==> config.mk <==
export PLATFORM = sky130hd
export DESIGN_NAME = dvp_pattern_tx
export DESIGN_NICKNAME = d
export VERILOG_FILES = /design/src/rtl/dvp_pattern_tx.sv
export SDC_FILE = /design/constraint.sdc
export NUM_CORES = 1
export LEC_CHECK = 0
export CAP_MARGIN = 15
export CORE_MARGIN = 2
export CORE_UTILIZATION = 40
export CTS_BUF_LIST = sky130_fd_sc_hd__clkbuf_2 sky130_fd_sc_hd__clkbuf_4 sky130_fd_sc_hd__clkbuf_8
export DETAILED_ROUTE_END_ITERATION = 7
export PLACE_DENSITY = 0.71
export SLEW_MARGIN = 25
export SYNTH_ARGS = -nofsm -noshare
export SYNTH_HDL_FRONTEND = slang
export SYNTH_SLANG_ARGS = --single-unit
==> constraint.sdc <==
create_clock -name i_clk -period 5.2 [get_ports i_clk]
set_input_delay 0.52 -clock i_clk [delete_from_list [all_inputs] [get_ports i_clk]]
set_output_delay 0.52 -clock i_clk [all_outputs]
set_load 0.02 [all_outputs]
==> src/rtl/dvp_pattern_tx.sv <==
// OV7670-style DVP camera emulator: RGB565 test patterns, two bytes per pixel,
// with href/vsync framing and a completed-frame counter.
module dvp_pattern_tx #(
  parameter int H_ACTIVE   = 640,
  parameter int H_BLANK    = 144,
  parameter int V_SYNC     = 3,
  parameter int V_BACK     = 17,
  parameter int V_ACTIVE   = 480,
  parameter int V_FRONT    = 10,
  parameter int CHECK_LOG2 = 5
) (
  input  logic        i_clk,
  input  logic        i_reset,
  input  logic        i_enable,
  input  logic [1:0]  i_pattern,
  input  logic [15:0] i_solid_rgb,
  output logic [7:0]  o_pixel,
  output logic        o_href,
  output logic        o_cam_vsync,
  output logic        o_frame_done,
  output logic [15:0] o_frame_count
);

  localparam int LINE_LEN = 2 * (H_ACTIVE + H_BLANK);
  localparam int BAR_W    = (H_ACTIVE / 8 > 0) ? (H_ACTIVE / 8) : 1;

  typedef enum logic [2:0] {IDLE, VSYNC, VBACK, ACTIVE, VFRONT} state_t;

  state_t              r_state;
  logic [15:0]         r_hcnt;
  logic [15:0]         r_vcnt;
  logic [1:0]          r_pattern;
  logic [15:0]         r_solid;

  logic [15:0]         w_lines;
  logic [15:0]         w_x;
  logic [15:0]         w_bar;
  logic [15:0]         w_rgb;
  logic [CHECK_LOG2:0] w_y;
  logic                w_line_end;
  logic                w_state_end;
  logic                w_href;
  logic [7:0]          w_byte;

  // Indices past 6 (including a wider remainder bar) all map to the final black bar.
  function automatic logic [15:0] bar_colour(input logic [15:0] idx);
    case (idx)
      16'd0:   bar_colour = 16'hFFFF;
      16'd1:   bar_colour = 16'hFFE0;
      16'd2:   bar_colour = 16'h07FF;
      16'd3:   bar_colour = 16'h07E0;
      16'd4:   bar_colour = 16'hF81F;
      16'd5:   bar_colour = 16'hF800;
      16'd6:   bar_colour = 16'h001F;
      default: bar_colour = 16'h0000;
    endcase
  endfunction

  always_comb begin
    w_lines = 16'd1;
    case (r_state)
      VSYNC:   w_lines = 16'(V_SYNC);
      VBACK:   w_lines = 16'(V_BACK);
      ACTIVE:  w_lines = 16'(V_ACTIVE);
      VFRONT:  w_lines = 16'(V_FRONT);
      default: w_lines = 16'd1;
    endcase
  end

  assign w_line_end  = (r_hcnt == 16'(LINE_LEN - 1));
  assign w_state_end = w_line_end && (r_vcnt == (w_lines - 16'd1));
  assign w_x         = {1'b0, r_hcnt[15:1]};
  assign w_y         = r_vcnt[CHECK_LOG2:0];
  assign w_bar       = w_x / 16'(BAR_W);
  assign w_href      = (r_state == ACTIVE) && (r_hcnt < 16'(2 * H_ACTIVE));

  always_comb begin
    w_rgb = 16'h0000;
    case (r_pattern)
      2'd0:    w_rgb = bar_colour(w_bar);
      2'd1:    w_rgb = {w_x[7:3], w_x[7:2], w_x[7:3]};
      2'd2:    w_rgb = (w_x[CHECK_LOG2] ^ w_y[CHECK_LOG2]) ? 16'hFFFF : 16'h0000;
      2'd3:    w_rgb = r_solid;
      default: w_rgb = 16'h0000;
    endcase
  end

  assign w_byte = r_hcnt[0] ? w_rgb[7:0] : w_rgb[15:8];

  // Outputs register the byte for the current counter position, so they trail the FSM by one edge.
  always_ff @(posedge i_clk) begin
    if (i_reset) begin
      r_state       <= IDLE;
      r_hcnt        <= 16'd0;
      r_vcnt        <= 16'd0;
      r_pattern     <= 2'd0;
      r_solid       <= 16'h0000;
      o_pixel       <= 8'h00;
      o_href        <= 1'b0;
      o_cam_vsync   <= 1'b0;
      o_frame_done  <= 1'b0;
      o_frame_count <= 16'd0;
    end else begin
      o_href       <= w_href;
      o_pixel      <= w_href ? w_byte : 8'h00;
      o_cam_vsync  <= (r_state == VSYNC);
      o_frame_done <= (r_state == VFRONT) && w_state_end;
      if ((r_state == VFRONT) && w_state_end) begin
        o_frame_count <= o_frame_count + 16'd1;
      end

      case (r_state)
        IDLE: begin
          r_hcnt <= 16'd0;
          r_vcnt <= 16'd0;
          if (i_enable) begin
            r_state   <= VSYNC;
            r_pattern <= i_pattern;
            r_solid   <= i_solid_rgb;
          end
        end
        VSYNC, VBACK, ACTIVE, VFRONT: begin
          if (w_line_end) begin
            r_hcnt <= 16'd0;
            if (w_state_end) begin
              r_vcnt <= 16'd0;
              case (r_state)
                VSYNC:  r_state <= VBACK;
                VBACK:  r_state <= ACTIVE;
                ACTIVE: r_state <= VFRONT;
                default: begin
                  // End of frame: chain straight into the next one, relatching controls.
                  if (i_enable) begin
                    r_state   <= VSYNC;
                    r_pattern <= i_pattern;
                    r_solid   <= i_solid_rgb;
                  end else begin
                    r_state <= IDLE;
                  end
                end
              endcase
            end else begin
              r_vcnt <= r_vcnt + 16'd1;
            end
          end else begin
            r_hcnt <= r_hcnt + 16'd1;
          end
        end
        default: begin
          r_state <= IDLE;
          r_hcnt  <= 16'd0;
          r_vcnt  <= 16'd0;
        end
      endcase
    end
  end

endmodule

## Word-level counts from Yosys, hierarchy flattened

Index checks and enable logic that the tools add are counted.

| word-level totals | value |
|---|---|
| output and inout bits | 27 |
| input port bits | 21 |
| bits in registers | 80 |

| operators by class | value |
|---|---|
| reductions and logical operators | 14 |
| divide/modulo/power cells | 1 |
| add/subtract/negate cells | 4 |
| bitwise gates (word level) | 3 |
| equal/unequal tests | 19 |
| muxes and demuxes | 22 |
| order comparisons | 1 |

Operators by type and width:

| kind | count |
|---|---|
| 16-bit case mux with 7 select lines | 1 |
| 16-bit two-way mux | 6 |
| 16-bit case mux with 4 select lines | 1 |
| 16-bit by 1-bit adder with 16-bit output (second input constant) | 3 |
| 16-bit by 3-bit equality test with 1-bit output (second input constant) | 3 |
| 9-bit case mux with 4 select lines | 1 |
| 16-bit by 2-bit equality test with 1-bit output (second input constant) | 2 |
| 16-bit case mux with 2 select lines | 1 |
| 15-bit by 7-bit divider with 16-bit output (second input constant) | 1 |
| 16-bit by 1-bit equality test with 1-bit output (second input constant) | 1 |
| 16-bit by 11-bit equality test with 1-bit output (second input constant) | 1 |
| 16-bit equality test | 1 |
| 16-bit zero test | 1 |
| 16-bit by 11-bit less-than comparator with 1-bit output (second input constant) | 1 |
| 16-bit by 1-bit subtractor with 16-bit output (second input constant) | 1 |
| 3-bit two-way mux | 3 |
| 3-bit case mux with 3 select lines | 1 |
| 2-bit two-way mux | 4 |
| 8-bit two-way mux | 1 |
| 2-bit != test (second input constant) | 4 |
| 3-bit by 2-bit equality test with 1-bit output (second input constant) | 2 |
| 3-bit case mux with 2 select lines | 1 |
| 3-bit OR reduction | 2 |
| 2-bit equality test (second input constant) | 2 |
| 15 further kinds | 19 |

## Depth between registers and ports, before layout

Gate-level depths: netlist of the first run.

| depth | value |
|---|---|
| depth in word-level cells | 8 |
| depth in mapped cells | 14 |

## Least setup slack after synthesis of the first run

No wires, ideal clock.

| timing | value |
|---|---|
| kind | register to register |
| from | reg r_state[1] |
| to | reg o_frame_count[12] |
| period minus slack after synthesis | 3.347 ns |
| slack | 1.853 ns |
| arrival time | 3.277 ns |
| setup time | 0.071 ns |
| stages on the path, launching flop included | 15 |
| path through | dfxtp_1 buf_2 nor2b_1 a21o_1 ha_1 xor2_1 nand4_1 or2_1 or4_4 nor2_4 nand4_1 or2_1 clkbuf_1 or3_1 a21oi_1 |

| between the ends | value |
|---|---|
| word-level cells in the longest chain between the ends | 6 |
| elaborated cells on any way between the ends | 9 |
| those cells by class | add/sub: 1; eq/ne: 5; mux: 1; reduce/logical: 2 |

Ends and longest elaborated chain:

| element | line | text |
|---|---|---|
| from (decl) | 29 | `state_t r_state;` |
| from (signal assigned) | 93 | `r_state <= IDLE;` |
| from (signal assigned) | 117 | `r_state <= VSYNC;` |
| from (signal assigned) | 128 | `VSYNC: r_state <= VBACK;` |
| 3-bit equality test, or another cell as far along | 61, 108 |  |
| 9-bit case mux with 4 select lines | 61 | `case (r_state)` |
| 16-bit by 1-bit subtractor with 16-bit output | 71 | `assign w_state_end = w_line_end && (r_vcnt == (w_lines - 16'd1));` |
| 16-bit equality test | 71 |  |
| 1-bit logical AND | 71 |  |
| 1-bit logical AND * | 108 | `if ((r_state == VFRONT) && w_state_end) begin` |
| to (signal assigned) | 109 | `o_frame_count <= o_frame_count + 16'd1;` |
| to (decl) | 21 | `output logic [15:0] o_frame_count` |

Mark *: on every way between the ends. The rest lies on a longest branch, timed or not.
A chain may end at the register's enable or synchronous reset.

## Final worst setup path of the first run

| timing | value |
|---|---|
| from | reg r_hcnt[12] |
| to | reg o_pixel[5] |

| between the ends | value |
|---|---|
| word-level cells in the longest chain between the ends | 5 |
| elaborated cells on any way between the ends | 15 |
| those cells by class | div: 1; order compare: 1; eq/ne: 6; mux: 3; bitwise: 1; reduce/logical: 3 |

Ends and longest elaborated chain:

| element | line | text |
|---|---|---|
| from (decl) | 30 | `logic [15:0] r_hcnt;` |
| from (signal assigned) | 146 | `r_hcnt <= r_hcnt + 16'd1;` |
| 15-bit by 7-bit divider with 16-bit output | 74 | `assign w_bar = w_x / 16'(BAR_W);` |
| 16-bit by 3-bit equality test with 1-bit output, or another cell as far along | 47 | `case (idx)` |
| 16-bit case mux with 7 select lines | 47 |  |
| 16-bit case mux with 4 select lines | 79 | `case (r_pattern)` |
| 8-bit two-way mux | 88 | `assign w_byte = r_hcnt[0] ? w_rgb[7:0] : w_rgb[15:8];` |
| to (signal assigned) | 105 | `o_pixel <= w_href ? w_byte : 8'h00;` |
| to (decl) | 17 | `output logic [7:0] o_pixel,` |

Parallel ways exist; a longest one is shown, timed or not.

==> results.md, run 1 <==
- Die area: 0.0129 mm²
- Cts hold-fix bufs: 0
- Main synth FF type: dfxtp_1
- Core Area: 0.0116 mm²
- I/O pins: 48
- Post-synth top cells: 95 x nor2_1, 80 x dfxtp_1, 50 x nand2_1, 35 x a21oi_1, 27 x xor2_1
- Synth Register Bits: 80
- PnR Total Power: 0.00117 W
- Synth Cell Area: 0.00480 mm²
- Post-DP Area: 0.00527 mm²
- Vias in the first global route: 4125
- EDFF count, synth: 0
- RSZ-0062 raised after global routing: false
- Mapped Nets: 617
- TritonCTS clock tree: yes
- Starting Density: 41.5%
- Final critical-path share of the clock period: 71.9%
- Postcts setup bufs: 0
- Max-slew violation count: 0
- # H-tree levels: 3
- Fin Setup TNS: 0 ps
- Drt wl/cell: 14.5 µm
- Ant diodes: 0
- Reg power frac: 54.3%
- Crit. End Element: flip-flop
- P_sw: 0.000273 W
- Syn avg cell area: 8.10 µm²
- Initial drt markers: 357
- Cell variety after synth: 84
- Count leader, synth: nor2_1
- Worst clock skew: 12.8 ps
- Total number of vias: 4210
- Largest net degree at the start of global routing: 25
- Die W: 114 µm
- Switch share: 23.3%
- CTS Buf Count: 9
- Grt ovf: 0
- Cts repair resizes: 0
- Max Cap Viol: 0
- DR vias/cell: 5.51
- Mapped Cells: 592
- # clock sinks: 80
- Period minus WS final: 3740 ps
- Worst-margin pin slew: 796 ps
- Die height: 114 µm
- Hold Path Class: reg2reg
- Hpwl dp: 8130 µm
- Post-route ant nets: 0
- Synth area leaders: dfxtp_1 33%, nor2_1 7.4%, xor2_1 4.9%, mux2i_1 4.8%, nand2_1 3.9%
- GRT Util Overall: 17.7%
- VDD IR max: 0.130 mV
- Warnings, synthesis: 0
- Initial antenna violation count: 0
- Final Hold Fails: 0
- Final setup vio count: 0
- Cell taking the most area after synthesis: dfxtp_1
- Synth top area share: 33.4%
- Final Cell Area: 0.00548 mm²
- Area growth, synth to finish: 14.1%
- Comb pwr share: 6.1%
- Layout cell share with drive strength beyond 1: 7.73%
- Fill count: 1129
- Pleak: 1.95 nW
- Root buffer cell: clkbuf_8
- Worst Path Required: 5440 ps
- Row count: 39
- Slew margin rel.: 46.8%
- Area of the multi-input gates: 0.00296 mm²
- Register area share after synthesis: 33.4%
- Reg area: 0.00160 mm²
- Clk_lat worst skew: 350 ps
- DRC viols: 0
- Startpoint Class: flip-flop
- CTS Buffer Depth: 2
- Critical Path Fanout Max: 21
- GPL Wtd Cong: 0.884
- IO Port Bufs: 47
- Peak Freq: 0.267 GHz
- Clock network fraction of design power: 39.5%
- Clk pin slew, worst setup/hold paths: 80 ps
- WS Path Type: reg2reg
- Global-route wire length before repair: 19000 µm
- Worst Path Arrival: 3980 ps
- Final WL: 11100 µm
- Synth async-reset ratio: 0%
- Outcome: complete, no violations
- Cell-internal power: 0.000899 W
- Final net count: 641
- PD cells: 214 mW/mm²
- DRT Pass-1 Iters: 4
-- sequential cells by signal, summed over array words and instances, names as in the netlist --
signal / cells
o_cam_vsync: 1
r_vcnt: 16
r_pattern: 2
o_href: 1
r_state: 3
o_pixel: 8
o_frame_done: 1
r_hcnt: 16
o_frame_count: 16
r_solid: 16
-- power groups by stage --
stage / registers (W) / clock network, W / logic (W)
6_report: 0.000636 / 0.000463 / 0.0000720
5_1_grt: 0.000639 / 0.000500 / 0.0000800
4_1_cts: 0.000636 / 0.000478 / 0.0000733
3_5_place_dp: 0.000651 / 0 / 0.0000729
3_3_place_gp: 0.000650 / 0 / 0.0000705
2_1_floorplan: 0.000643 / 0 / 0.0000510
-- final timing paths --
path                            slack (ps)               startpoint  cells past startpoint                      end
worst min-delay path                   490  r_solid[1]$_SDFFE_PP0P_                      2  r_solid[1]$_SDFFE_PP0P_
worst min register to register         490  r_solid[1]$_SDFFE_PP0P_                      2  r_solid[1]$_SDFFE_PP0P_
worst max-delay path                  1460    r_hcnt[12]$_SDFF_PP0_                     11    o_pixel[5]$_SDFF_PP0_
worst max register to register        1460    r_hcnt[12]$_SDFF_PP0_                     11    o_pixel[5]$_SDFF_PP0_
-- metrics by stage --
step	utilization, %	std cells	hold WS (ps)	worst slack [ps]
global placement	45.6	748	468	1460
CTS	47.3	764	502	1250
detailed placement	45.6	748	483	1290
finish	47.3	764	492	1460
global route	47.3	764	535	1080
floorplan	-	592	455	1850
-- layer usage --
layer | share of wire, % | wire length (µm) | global-route usage, % | vias up
met1 | 47 | 5260 | 22.9 | 1963
met2 | 47 | 5210 | 29.2 | 89
li1 | - | - | - | 2140
met4 | 1.7 | 189 | 5.77 | 0
met3 | 4.0 | 449 | 4.14 | 18
met5 | 0 | 0 | 0 | -
-- worst max-delay path, stage by stage (launching register included) --
cell	delay, ps
dfxtp_1	730
nand2b_1	290
a221oi_2	400
or2_1	300
nand2_4	140
a221oi_4	400
or3b_1	390
o31a_1	120
a21o_1	200
a221oi_2	210
o31ai_1	140
a221oi_1	300
-- cell type report --
cell class,instances,share of cell area (%)
multi-input cells,463,54.1
repair buffers,48,8.73
clock inverters,5,1.03
flip-flops and latches,80,29.3
clock buffers,11,2.65
well taps,143,3.27
inverters,14,0.960
-- cell usage in the layout (no fill, tap or decap), types with 3 or more instances in the layout --
master           instances
a31oi_1                  4
nand3_1                 14
nand2b_1                 9
mux2i_1                 23
nor2b_1                  7
and3_1                   8
a211oi_1                 4
dfxtp_1                 80
o31ai_1                  4
and2_1                   9
inv_1                   12
clkbuf_8                10
nor4_1                   5
o21ai_0                 25
nor2_1                  95
a21oi_1                 35
ha_1                     4
or2_1                    3
xnor2_1                 20
o221ai_1                 3
nor3_1                  12
nand2_1                 50
xor2_1                  27
o22ai_1                  3
or2_2                    4
o21a_1                   3
clkdlybuf4s50_1         47
or3_1                   10
a221oi_1                 6
nand4_1                 10
o211ai_1                 4
-- kinds of logic after synthesis --
family / after synthesis / share of synthesized area, %
buffers and inverters: 49 / 4.96
AND/OR/NAND/NOR: 264 / 28.2
flip-flops: 80 / 33.4
adder cells (fa/ha/maj): 4 / 1.04
XOR/XNOR: 47 / 8.58
AO/OA/AOI/OAI: 125 / 19.0
multiplexers: 23 / 4.80
Note: power is estimated with default switching activity, not from simulation.
==> run 2: changes to the inputs <==
- clock period: 5.2 -> 3.8 ns (I/O delays scaled with it)
==> run 2 against run 1 <==
Effect of this change:
- die area unchanged
- design area is 1.3% higher
- largest cell class unchanged
- final cell count rose by 0.92%
- power up 40%
- global-route usage increased by 0.73 points
- clock skew shrank 0.50 ps
- count of clock-buffer cells in the layout did not move
- sequential power increased by 37%
- clock power is 45% higher
- sequential share of layout area fell by 0.25 points
- combinational power up 38%
- largest power group unchanged
==> results.md, run 2 (synthesis results as in run 1) <==
- Outcome: complete, no violations (unchanged)
- CP cell instances: nor2b_2 > a21o_1 > ha_1 > xor2_1 > nand4_1 > or2_1 > or4_4 > nor2_4 > nand4_1 > or2_1 > or3_1 > a21oi_1 (was nand2b_1 > a221oi_2 > or2_1 > nand2_4 > a221oi_4 > or3b_1 > o31a_1 > a21o_1 > a221oi_2 > o31ai_1 > a221oi_1)
- Hold Path Sink: r_vcnt[12]$_SDFFE_PP0P_ (was r_solid[1]$_SDFFE_PP0P_)
- RSZ-0062 raised after global routing: false (unchanged)
- Most frequent cells in the layout: 95 x nor2_1, 75 x dfxtp_1, 50 x nand2_1 (was 95 x nor2_1, 80 x dfxtp_1, 50 x nand2_1)
- Peak Freq: 0.284 GHz (was 0.267 GHz)
- Post-route ant nets: 0 (unchanged)
- DR vias/cell: 5.63 (was 5.51)
- Postcts setup bufs: 0 (unchanged)
- Crit. End Element: flip-flop (unchanged)
- PD cells: 296 mW/mm² (was 214 mW/mm²)
- Setup ws final: 273 ps (was 1460 ps)
- Final WL: 11500 µm (was 11100 µm)
- VDD IR max: 0.188 mV (was 0.130 mV)
- Core Area: 0.0116 mm² (unchanged)
- Worst-margin pin slew: 748 ps (was 796 ps)
- Hpwl dp: 8330 µm (was 8130 µm)
- Vias in the first global route: 4165 (was 4125)
- GRT Util Overall: 18.4% (was 17.7%)
- Reg2reg setup slack: 270 ps (was 1460 ps)
- Dpl cells: 755 (was 748)
- DRT Pass-1 Iters: 5 (was 4)
- Period minus WS final: 3530 ps (was 3740 ps)
- Total number of vias: 4339 (was 4210)
- WS Path Type: reg2reg (unchanged)
- R2R depth: 12 (was 11)
- Critical Path Fanout Max: 11 (was 21)
- Top Family by Delay on Critical Path: simple AND/OR/NAND/NOR gates (was compound AO/OA/AOI/OAI gates)
- Initial antenna violation count: 0 (unchanged)
- Die W: 114 µm (unchanged)
- Hold Crit Depth: 2 (unchanged)
- Max Cap Viol: 0 (unchanged)
- CP peak stage delay: 550 ps (was 730 ps)
- Final Hold Fails: 0 (unchanged)
- DRC viols: 0 (unchanged)
- Pleak: 1.99 nW (was 1.95 nW)
- Worst clock skew: 12.3 ps (was 12.8 ps)
- # H-tree levels: 3 (unchanged)
- CTS Buffer Depth: 2 (unchanged)
- Slew margin rel.: 50.1% (was 46.8%)
- I/O pins: 48 (unchanged)
- CP bufs+invs: 0 (unchanged)
- # clock sinks: 80 (unchanged)
- Largest net degree at the start of global routing: 40 (was 25)
- Die height: 114 µm (unchanged)
- Final Cell Area: 0.00554 mm² (was 0.00548 mm²)
- Fin Setup TNS: 0 ps (unchanged)
- Grt ovf: 0 (unchanged)
- Ant diodes: 0 (unchanged)
- Reg-to-reg critical path endpoint: o_frame_count[10]$_SDFFE_PP0P_ (was o_pixel[5]$_SDFF_PP0_)
- Layout cell share with drive strength beyond 1: 9.55% (was 7.73%)
- Root buffer cell: clkbuf_8 (unchanged)
- Final setup vio count: 0 (unchanged)
- Post-DP Area: 0.00532 mm² (was 0.00527 mm²)
- Clk_lat worst skew: 350 ps (about the same)
- Area growth, synth to finish: 15.6% (was 14.1%)
- Most common cell after layout, fill and taps aside: nor2_1 (unchanged)
- Drt wl/cell: 14.9 µm (was 14.5 µm)
- Final net count: 648 (was 641)
- Row count: 39 (unchanged)
- Global-route wire length before repair: 19900 µm (was 19000 µm)
- CP max stage cell: dfxtp_1 (unchanged)
- Worst Path Arrival: 3810 ps (was 3980 ps)
- CTS Buf Count: 9 (unchanged)
- Hold Path Class: reg2reg (unchanged)
- Max-slew violation count: 0 (unchanged)
- Final critical-path share of the clock period: 92.8% (was 71.9%)
- Clk pin slew, worst setup/hold paths: 90 ps (was 80 ps)
- Worst Path Required: 4090 ps (was 5440 ps)
- Initial drt markers: 478 (was 357)
- TritonCTS clock tree: yes (unchanged)
- RR Startpoint: r_state[2]$_SDFFE_PP0P_ (was r_hcnt[12]$_SDFF_PP0_)
- Starting Density: 41.5% (unchanged)
- GPL Wtd Cong: 0.958 (was 0.884)
- Die area: 0.0129 mm² (unchanged)
- IO Port Bufs: 47 (unchanged)
- Hold path start: r_vcnt[12]$_SDFFE_PP0P_ (was r_solid[1]$_SDFFE_PP0P_)
- Pre-CTS setup slack: 200 ps (was 1290 ps)
- Startpoint Class: flip-flop (unchanged)
- Hold slack final: 507 ps (was 492 ps)
- Fin cells: 771 (was 764)
## run 2: changes by cell type in the layout (fill, tap and decap cells not counted), sizes merged
cell | previous run | this run
buf | 1 | 8
clkinv | 4 | 2
clkinvlp | 1 | 2
inv | 13 | 14
## run 2: worst max-delay path by stage
stage          depth (start not counted)                              to  slack [ps]                    start
2_1_floorplan                         14  o_frame_count[12]$_SDFFE_PP0P_         450  r_state[1]$_SDFFE_PP0P_
4_1_cts                               12  o_frame_count[10]$_SDFFE_PP0P_         190  r_state[2]$_SDFFE_PP0P_
5_1_grt                               12  o_frame_count[14]$_SDFFE_PP0P_          20  r_state[2]$_SDFFE_PP0P_
3_3_place_gp                          12  o_frame_count[12]$_SDFFE_PP0P_         320  r_state[2]$_SDFFE_PP0P_
3_5_place_dp                          11           o_pixel[6]$_SDFF_PP0_         200    r_hcnt[11]$_SDFF_PP0_
6_report                              12  o_frame_count[10]$_SDFFE_PP0P_         270  r_state[2]$_SDFFE_PP0P_
## run 2: timing repair
item	CTS	global route
endpoints found under the setup margin	0	11
resized for setup	0	6
hold buffers	0	0
## run 2: power breakdown
group | switching, W | internal (W)
Clock | 0.000327 | 0.000343
Sequential | 0.0000187 | 0.000853
Combinational | 0.0000498 | 0.0000498
Total | 0.000396 | 0.00125
## run 2: final cells by class
| cell class | count | area (µm²) |
|---|---|---|
| timing repair buffer | 55 | 531 |
| fill | 1104 | 6020 |
| tap | 143 | 179 |
| sequential | 80 | 1610 |
| inverter | 14 | 52.6 |
| multi-input combinational | 463 | 2960 |
| clock buffer | 11 | 151 |
| clock inverter | 5 | 62.6 |
## run 2: tightest hold or removal path: cells and delay by family (launching register included)
kind / cells / cell delay (ps)
flops: 1 / 330
compound gates: 2 / 130
## run 2: through the flow
step / power, W / util, %
2_1_floorplan: 0.000950 / -
3_3_place_gp: 0.000987 / 46.0
3_5_place_dp: 0.000990 / 46.0
4_1_cts: 0.00166 / 47.9
5_1_grt: 0.00170 / 47.9
6_report: 0.00164 / 47.9
## run 2: layer usage
metal | share of wire, % | up-vias | GRT usage (%) | routed length, µm
met2 | 46 | 121 | 29.1 | 5260
li1 | - | 2148 | - | -
met4 | 1.8 | 0 | 5.93 | 203
met1 | 48 | 2049 | 25.8 | 5490
met5 | 0 | - | 0 | 0
met3 | 4.8 | 21 | 3.08 | 550
